**src/rtl/button_filter.sv**
```systemverilog
// button_filter: multi-channel button debouncer with edge detection and typematic repeat.
//   A shared prescaler produces one sample tick every 2^DIV_BITS clocks. Each channel flips
//   its debounced level only after SAMPLES consecutive differing samples. Each channel also
//   emits edge pulses and a press strobe that auto-repeats while the button is held.
// Ports:
//   clk        system clock
//   rst        asynchronous active-high reset
//   raw        raw button levels, already synchronised upstream
//   debounced  filtered level (registered)
//   pos_edge   one-cycle pulse when debounced rises
//   neg_edge   one-cycle pulse when debounced falls
//   press      one-cycle pulse on a rising edge and on each auto-repeat
module button_filter #(
  parameter int unsigned      WIDTH        = 6,
  parameter int unsigned      DIV_BITS     = 18,
  parameter int unsigned      SAMPLES      = 2,
  parameter int unsigned      REPEAT_DELAY = 16,
  parameter int unsigned      REPEAT_RATE  = 4,
  parameter logic [WIDTH-1:0] REPEAT_MASK  = {WIDTH{1'b1}}
) (
  input  logic             clk,
  input  logic             rst,
  input  logic [WIDTH-1:0] raw,
  output logic [WIDTH-1:0] debounced,
  output logic [WIDTH-1:0] pos_edge,
  output logic [WIDTH-1:0] neg_edge,
  output logic [WIDTH-1:0] press
);

  localparam int unsigned AW   = $clog2(SAMPLES + 1);
  localparam int unsigned RMAX = (REPEAT_DELAY > REPEAT_RATE) ? REPEAT_DELAY : REPEAT_RATE;
  localparam int unsigned RW   = $clog2(RMAX + 1);

  logic [DIV_BITS-1:0] presc;
  logic                tick_c;

  logic [AW-1:0]       agree     [WIDTH];
  logic [AW-1:0]       agree_nxt [WIDTH];
  logic [RW-1:0]       rpt       [WIDTH];
  logic [RW-1:0]       rpt_nxt   [WIDTH];
  logic [WIDTH-1:0]    deb_nxt;
  logic [WIDTH-1:0]    pos_nxt;
  logic [WIDTH-1:0]    neg_nxt;
  logic [WIDTH-1:0]    press_nxt;
  logic [WIDTH-1:0]    flip_c;

  // Free-running sample prescaler; tick when it reads zero.
  always_ff @(posedge clk or posedge rst) begin
    if (rst) begin
      presc <= '0;
    end else begin
      presc <= presc + DIV_BITS'(1);
    end
  end

  assign tick_c = (presc == '0);

  // Per-channel agreement filter and repeat timer; pulse outputs idle at 0 between ticks.
  always_comb begin
    deb_nxt   = debounced;
    pos_nxt   = '0;
    neg_nxt   = '0;
    press_nxt = '0;
    flip_c    = '0;
    for (int i = 0; i < WIDTH; i++) begin
      agree_nxt[i] = agree[i];
      rpt_nxt[i]   = rpt[i];
    end
    if (tick_c) begin
      for (int i = 0; i < WIDTH; i++) begin
        if (raw[i] == debounced[i]) begin
          agree_nxt[i] = '0;
        end else if (agree[i] == AW'(SAMPLES - 1)) begin
          flip_c[i]    = 1'b1;
          agree_nxt[i] = '0;
        end else begin
          agree_nxt[i] = agree[i] + AW'(1);
        end

        // A flip takes priority over any repeat that would otherwise fall due this tick.
        if (flip_c[i]) begin
          deb_nxt[i] = ~debounced[i];
          if (!debounced[i]) begin
            pos_nxt[i]   = 1'b1;
            press_nxt[i] = 1'b1;
            rpt_nxt[i]   = RW'(REPEAT_DELAY);
          end else begin
            neg_nxt[i]   = 1'b1;
            rpt_nxt[i]   = '0;
          end
        end else if (debounced[i] && REPEAT_MASK[i]) begin
          if (rpt[i] == RW'(1)) begin
            press_nxt[i] = 1'b1;
            rpt_nxt[i]   = RW'(REPEAT_RATE);
          end else begin
            rpt_nxt[i]   = rpt[i] - RW'(1);
          end
        end
      end
    end
  end

  // Output and per-channel counter registers.
  always_ff @(posedge clk or posedge rst) begin
    if (rst) begin
      debounced <= '0;
      pos_edge  <= '0;
      neg_edge  <= '0;
      press     <= '0;
      for (int i = 0; i < WIDTH; i++) begin
        agree[i] <= '0;
        rpt[i]   <= '0;
      end
    end else begin
      debounced <= deb_nxt;
      pos_edge  <= pos_nxt;
      neg_edge  <= neg_nxt;
      press     <= press_nxt;
      for (int i = 0; i < WIDTH; i++) begin
        agree[i] <= agree_nxt[i];
        rpt[i]   <= rpt_nxt[i];
      end
    end
  end

endmodule

```
**config.mk**
```make
export PLATFORM = sky130hd
export DESIGN_NAME = button_filter
export DESIGN_NICKNAME = d
export VERILOG_FILES = /design/src/rtl/button_filter.sv
export SDC_FILE = /design/constraint.sdc
export NUM_CORES = 1
export LEC_CHECK = 0
export BUFFER_PORTS_ARGS = -buffer_cell sky130_fd_sc_hd__buf_2
export CORE_ASPECT_RATIO = 2
export CORE_MARGIN = 2
export CORE_UTILIZATION = 60
export DETAILED_ROUTE_END_ITERATION = 12
export PLACE_DENSITY = 0.76
export RECOVER_POWER = 25
export SYNTH_ARGS = -nofsm -noshare
export SYNTH_HDL_FRONTEND = slang
export SYNTH_SLANG_ARGS = --single-unit
```
**constraint.sdc**
```tcl
create_clock -name clk -period 4.87 [get_ports clk]
set_input_delay 0.487 -clock clk [delete_from_list [all_inputs] [get_ports clk]]
set_output_delay 0.487 -clock clk [all_outputs]
set_load 0.05 [all_outputs]
```
==> metrics.csv, run 1 <==
metric,value,unit
run status,"complete, but fails checks",
failing checks,"capacitance limit, slew limit",
crit share post-route,63.3,%
Setup CP Type,reg2reg,
ys flop type,dfrtp_1,
initial drt markers,304,
post-synthesis mux area share,4.27,%
Post-Synth Simple-Gate Area,20.2,%
fmax,324,MHz
xor and xnor area share after synthesis,5.31,%
Synth top cells by count,"84 x dfrtp_1, 26 x nor2_1, 23 x inv_1, 19 x a21oi_1, 18 x nor3_1",
Slew HR,-10.2,%
post-cts sizing count,0,
worst-case clock buffer depth,2,
clk root buf,clkbuf_16,
crit path capture type,flip-flop,
Fin Clk Skew,0.00856,ns
Power Dens Cells,293,nW/um^2
DRT Pass-1 Iters,4,
vias in the first global route,3445,
Synth Area in Adders,3.93,%
Inserted Clock Buffers,9,
Hold Crit Class,in2async,
final core occ,67.7,%
syn avg cell area,10.6,sq um
syn nets,442,
most used standard cell by instance count after synthesis,dfrtp_1,
placed cell areas,4610,sq um
placed insts,525,
RSZ-0062 raised after global routing,false,
Die H,126,um
number of cell rows,44,
Worst Path Max Fanout,22,
Worst Hold Slack,0.207,ns
fin area,4880,sq um
ANT cells,0,
GP Congestion,0.821,
largest net degree at the start of global routing,70,
total die area,8170,sq um
# Post-CTS Setup Buffers,0,
CP Data Required Time,5.10,ns
fin nets,466,
PortBufs,31,
area of the core,7210,sq um
die width,64.9,um
Worst-Margin Slew,1.65,ns
Synth warnings,0,
DP HPWL,6.21,mm
first-pass GRT wire length,15.6,mm
GRT Total Usage,24.6,%
setup TNS,0,ns
boundary pin count,32,
Seq cells post-synth,84,
Lkg Pwr,2.16,nW
number of routed nets with antenna violations,0,
post-synthesis instance total,420,
vias per inst,6.12,
"CTS clk-pin slew, worst paths",0.06,ns
P&R area growth vs syn,9.55,%
layout cell share with drive strength beyond 1,13.8,%
synth top area cells,"dfrtp_1 47%, ha_1 3.9%, xor2_1 2.9%",
Residual DRC,0,
critical path arrival,3.31,ns
peak supply drop,0.252,mV
Mapped Area,4450,sq um
Final Hold Fails,0,
Tmin final,3.08,ns
async set-reset flop share out of synthesis,100,%
number of hold buffers added after CTS,0,
Final Setup Violations,0,
final wirelength,9.24,mm
CTS Sinks,84,
vias after detailed routing,3310,
Initial Util,61.8,%
Yosys cell types,58,
compound-gate portion of the synthesized area,14.4,%
largest area contributor in the netlist,dfrtp_1,
WL/cell,17.1,um
Finished Layout Cells,541,
initial antenna violation count,0,
Final Max Tran Viols,70,
CTS H-tree lvls,3,
CP startpoint kind,flip-flop,
clock latency on the worst-skew pair,0.34,ns
largest family of logic cells by synthesized area,simple AND/OR/NAND/NOR gates,
CTS tree,done,
remaining global-route overflow,0,
Synth top area share,47.2,%
max_cap viols,1,
number of synthesized flops with an enable pin,0,
"Seq/Total Area, Yosys",47.2,%
## worst paths after layout
path | start | to | slack, ns | cells past startpoint
min reg2reg | agree[3]$_DFFE_PP0N_ | agree[3]$_DFFE_PP0N_ | 0.49 | 1
min in group clk | raw[4] | neg_edge[4]$_DFF_PP0_ | 0.40 | 2
max | presc[0]$_DFF_PP0_ | pos_edge[4]$_DFF_PP0_ | 1.79 | 6
max reg2reg | presc[0]$_DFF_PP0_ | pos_edge[4]$_DFF_PP0_ | 1.79 | 6
min | rst | neg_edge[5]$_DFF_PP0_ | 0.21 | 2
max in group asynchronous | rst | neg_edge[0]$_DFF_PP0_ | 2.66 | 3
## metrics by stage
step           power (mW)  worst slack [ns]
2_1_floorplan       0.764              2.22
4_1_cts              1.44              1.79
5_1_grt              1.48              1.62
6_report             1.43              1.79
3_5_place_dp        0.782              1.81
3_3_place_gp        0.780              1.92
## layout by cell type (no fill, tap or decap), types with 3 or more instances in the layout
cell type  synthesis  layout
o21a_1             9       9
nor2_1            26      26
xor2_1            15      15
mux2i_1           10      10
nor3b_1            8       8
nor3_2             7       7
nand4b_1           5       5
buf_2              8      16
o31ai_1           14      14
nor4b_1            6       6
nor2b_1            9       9
nand2b_1           8       8
a41oi_1            3       3
xnor2_1           12      12
and3_1             6       6
nand2_1           16      16
nor3_1            18      18
o22a_1             3       3
clkbuf_1           6      18
mux2_2             8       8
a32oi_1            3       3
dfrtp_1           84      84
ha_1              14      14
clkbuf_16          0       9
inv_1             23      22
a21o_1             4       4
o2111ai_1          4       4
a21oi_1           19      19
a31oi_1            9       9
nand4_1            3       3
nand3_2            3       3
nor4_2             3       3
o22ai_1            3       3
nand3_1           17      17
## state kept, by name (all words and copies together), names as in the netlist
name	cells
press	6
pos_edge	6
neg_edge	6
debounced	6
agree	12
presc	18
rpt	30
## layout make-up
| type | count | area (sq um) |
|---|---|---|
| fill | 564 | 2330 |
| multi-input combinational | 293 | 2140 |
| sequential | 84 | 2100 |
| clock buffer | 12 | 236 |
| timing repair buffer | 33 | 149 |
| tap | 92 | 115 |
| inverter | 23 | 87.6 |
| clock inverter | 4 | 50.0 |
## per-layer routing
layer | wire [um] | GRT usage [%]
met5 | 0 | 0
met4 | 196 | 11.3
met3 | 313 | 6.16
met2 | 5080 | 42.1
met1 | 3640 | 28.2
## worst max-delay path, cell delays in order (launching register included)
cell     delay [ns]
dfrtp_1        0.41
inv_1          0.09
ha_1           0.14
nor4b_2        0.26
and3_1         0.82
nand2_1        0.78
nor4_1         0.47
## cells by family (layout without fill, tap and decap cells)
family,after synthesis,in the layout
AO/OA/AOI/OAI,87,87
XOR/XNOR,27,27
adder cells (fa/ha/maj),14,14
buffers and inverters,43,72
flip-flops,84,84
multiplexers,18,18
AND/OR/NAND/NOR,147,147
## report_power, final
group          leakage, nW  total, mW  switching, mW  internal [mW]
Clock                0.133      0.660          0.263          0.397
Combinational        0.971     0.0621         0.0431         0.0189
Sequential            1.06      0.707        0.00410          0.703
Note: power is estimated with default switching activity, not from simulation.
==> run 2: changes to the inputs <==
ABC_AREA = 1   (was unset)
clock period = 2.88 ns   (was 4.87 ns; I/O delays follow)
==> metrics.csv, run 2 <==
metric,value,unit,change
Final Max Tran Viols,48,,-31%
fin area,5270,sq um,+7.9%
Residual DRC,0,,unchanged
boundary pin count,32,,unchanged
power consumption,2.62,mW,+83%
clock latency on the worst-skew pair,0.34,ns,about the same
worst-case clock buffer depth,2,,unchanged
crit path capture type,flip-flop,,
worst path cell trace,inv_1 > ha_1 > nand2_1 > nor2_1 > nand3_1 > nor2_2 > o21ai_0 > nor2_1,,
initial antenna violation count,0,,unchanged
Slew HR,-45.2,%,-35 points
number of cell rows,45,,+2.3%
post-cts sizing count,0,,unchanged
run status,"complete, but fails checks",,
syn avg cell area,7.36,sq um,-31%
crit path buf inv count,1,,unchanged
PortBufs,31,,unchanged
largest area contributor in the netlist,dfrtp_1,,
setup TNS,0,ns,unchanged
failing checks,"capacitance limit, slew limit",,
Synth top cells by count,"194 x nand2_1, 98 x inv_1, 84 x dfrtp_1, 80 x nor2_1, 60 x nand3_1",,
Die H,129,um,+2.6%
most flop-heavy register,rpt,,
CP Data Required Time,3.14,ns,-1.96 ns
"commonest non-fill, non-tap cell in the layout",nand2_1,,
first-pass GRT wire length,18.0,mm,+16%
DP HPWL,7.89,mm,+27%
final worst setup slack,1.02,ns,-0.766 ns
crit share post-route,64.6,%,+1.3 points
fmax,537,MHz,+66%
Crit Reg-Reg Endpoint,press[5]$_DFF_PP0_,,
number of synthesized flops with an enable pin,0,,unchanged
Top Registers,"rpt: 30 flops, presc: 18 flops, agree: 12 flops",,
Seq cells post-synth,84,,unchanged
largest net degree at the start of global routing,49,,-30%
Mapped Area,4700,sq um,+5.5%
Critical Path Start,presc[0]$_DFF_PP0_,,
placed insts,762,,+45%
Worst Path Max Fanout,7,,-68%
fin nets,701,,+50%
peak supply drop,0.418,mV,+66%
number of routed nets with antenna violations,0,,unchanged
ANT cells,0,,unchanged
Initial Util,61.8,%,+0.081 points
syn nets,661,,+50%
max_cap viols,1,,unchanged
Final Setup Violations,0,,unchanged
vias after detailed routing,4161,,+26%
DP Worst Slack,1.09,ns,-0.728 ns
CP startpoint kind,flip-flop,,
Worst-Margin Slew,2.17,ns,+0.513 ns
final wirelength,10.6,mm,+14%
remaining global-route overflow,0,,unchanged
worst reg2reg path depth,8,,+2
final core occ,69.3,%,+1.6 points
number of hold buffers added after CTS,0,,unchanged
Worst path max stage delay,0.43,ns,-0.39 ns
Slowest cell on crit path,dfrtp_1,,
CTS Sinks,84,,unchanged
Setup CP Type,reg2reg,,
DRT Pass-1 Iters,6,,+2
critical path arrival,2.12,ns,-1.19 ns
vias in the first global route,4161,,+21%
Largest register FFs,30,,unchanged
reg2reg start,presc[0]$_DFF_PP0_,,
Final Hold Fails,0,,unchanged
Power Dens Cells,498,nW/um^2,+70%
Tmin final,1.86,ns,-1.22 ns
post-synthesis instance total,639,,+52%
async set-reset flop share out of synthesis,100,%,unchanged
synth top area cells,"dfrtp_1 45%, nand2_1 15%, inv_1 7.8%",,
initial drt markers,269,,-12%
die width,66.6,um,+2.6%
CTS tree,done,,
"setup slack, reg-to-reg",1.02,ns,-0.77 ns
Finished Layout Cells,778,,+44%
"CP delay by family, top",simple AND/OR/NAND/NOR gates,,
most frequent cells in the layout,"194 x nand2_1, 97 x inv_1, 84 x dfrtp_1",,
# Post-CTS Setup Buffers,0,,unchanged
CTS H-tree lvls,3,,unchanged
Synth warnings,0,,unchanged
most used standard cell by instance count after synthesis,nand2_1,,
Hold Crit Class,in2reg,,
Worst path depth,8,,+2
GRT Total Usage,27.6,%,+3.0 points
WL/cell,13.6,um,-21%
Lkg Pwr,2.88,nW,+33%
RSZ-0062 raised after global routing,false,,
Fin Clk Skew,0.00777,ns,-0.000792 ns
ys flop type,dfrtp_1,,
clk root buf,clkbuf_16,,
cell mode on critical path,nor2_1,,
"Seq/Total Area, Yosys",44.7,%,-2.5 points
"CTS clk-pin slew, worst paths",0.06,ns,about the same
CP endpoint,press[5]$_DFF_PP0_,,
vias per inst,5.35,,-13%
GP Congestion,0.875,,+6.6%
Worst Hold Slack,0.354,ns,+0.147 ns
P&R area growth vs syn,12.0,%,
placed cell areas,4960,sq um,+7.5%
total die area,8600,sq um,+5.3%
Yosys cell types,25,,-57%
layout cell share with drive strength beyond 1,9.80,%,-4.0 points
Synth top area share,44.7,%,-2.5 points
area of the core,7600,sq um,+5.4%
Inserted Clock Buffers,9,,unchanged
## run 2: cell types whose count changed in the layout (fill, tap and decap cells not counted), moves of 14 or more
cell and delta:
nand2_1 +178, inv_1 +75, nor2_1 +54, nand3_1 +43, o21ai_1 +20, o21ai_0 +18, clkbuf_1 -17, a21oi_1 -16
buf_2 +15, o31ai_1 -14
## run 2: metal layers
| layer | global-route usage, % | wire [um] |
|---|---|---|
| met1 | 29.2 | 3920 |
| met2 | 50.1 | 5830 |
| met3 | 5.38 | 402 |
| met4 | 14.3 | 410 |
| met5 | 0 | 0 |
## run 2: worst min path at each step
| stage | from | endpoint | slack, ns | cells after the start |
|---|---|---|---|---|
| 4_1_cts | rst | pos_edge[0]$_DFF_PP0_ | 0.11 | 2 |
| 3_5_place_dp | agree[5]$_DFFE_PP0N_ | agree[5]$_DFFE_PP0N_ | 0.47 | 2 |
| 6_report | raw[2] | agree[6]$_DFFE_PP0N_ | 0.35 | 6 |
| 5_1_grt | raw[2] | neg_edge[2]$_DFF_PP0_ | 0.36 | 4 |
| 3_3_place_gp | agree[5]$_DFFE_PP0N_ | agree[5]$_DFFE_PP0N_ | 0.46 | 2 |
| 2_1_floorplan | agree[5]$_DFFE_PP0N_ | agree[5]$_DFFE_PP0N_ | 0.44 | 2 |
## run 2: area by class of cell
type	instances	area, sq um
Sequential cell	84	2100
Timing Repair Buffer	32	175
Clock inverter	5	61.3
Inverter	99	373
Clock buffer	11	243
Tap cell	94	118
Fill cell	654	2340
Multi-Input combinational cell	453	2190
## run 2: cells by family after synthesis
family / synth area share, %
DFF: 44.7
buffers and inverters: 8.62
and+or+nand+nor: 35.4
xor gates and xnor gates: 2.98
AOI/OAI and AO/OA: 4.58
adders and majority gates: 3.73
## run 2: worst reg2reg max path, stage by stage, from the launching register on
cell	delay, ns
dfrtp_1	0.43
inv_1	0.12
ha_1	0.19
nand2_1	0.06
nor2_1	0.16
nand3_1	0.11
nor2_2	0.40
o21ai_0	0.19
nor2_1	0.13
## run 2: where the power goes
| group | internal (mW) | switching, mW | total [mW] |
|---|---|---|---|
| combinational | 0.0726 | 0.150 | 0.223 |
| sequential | 1.21 | 0.0305 | 1.24 |
| clock | 0.696 | 0.463 | 1.16 |
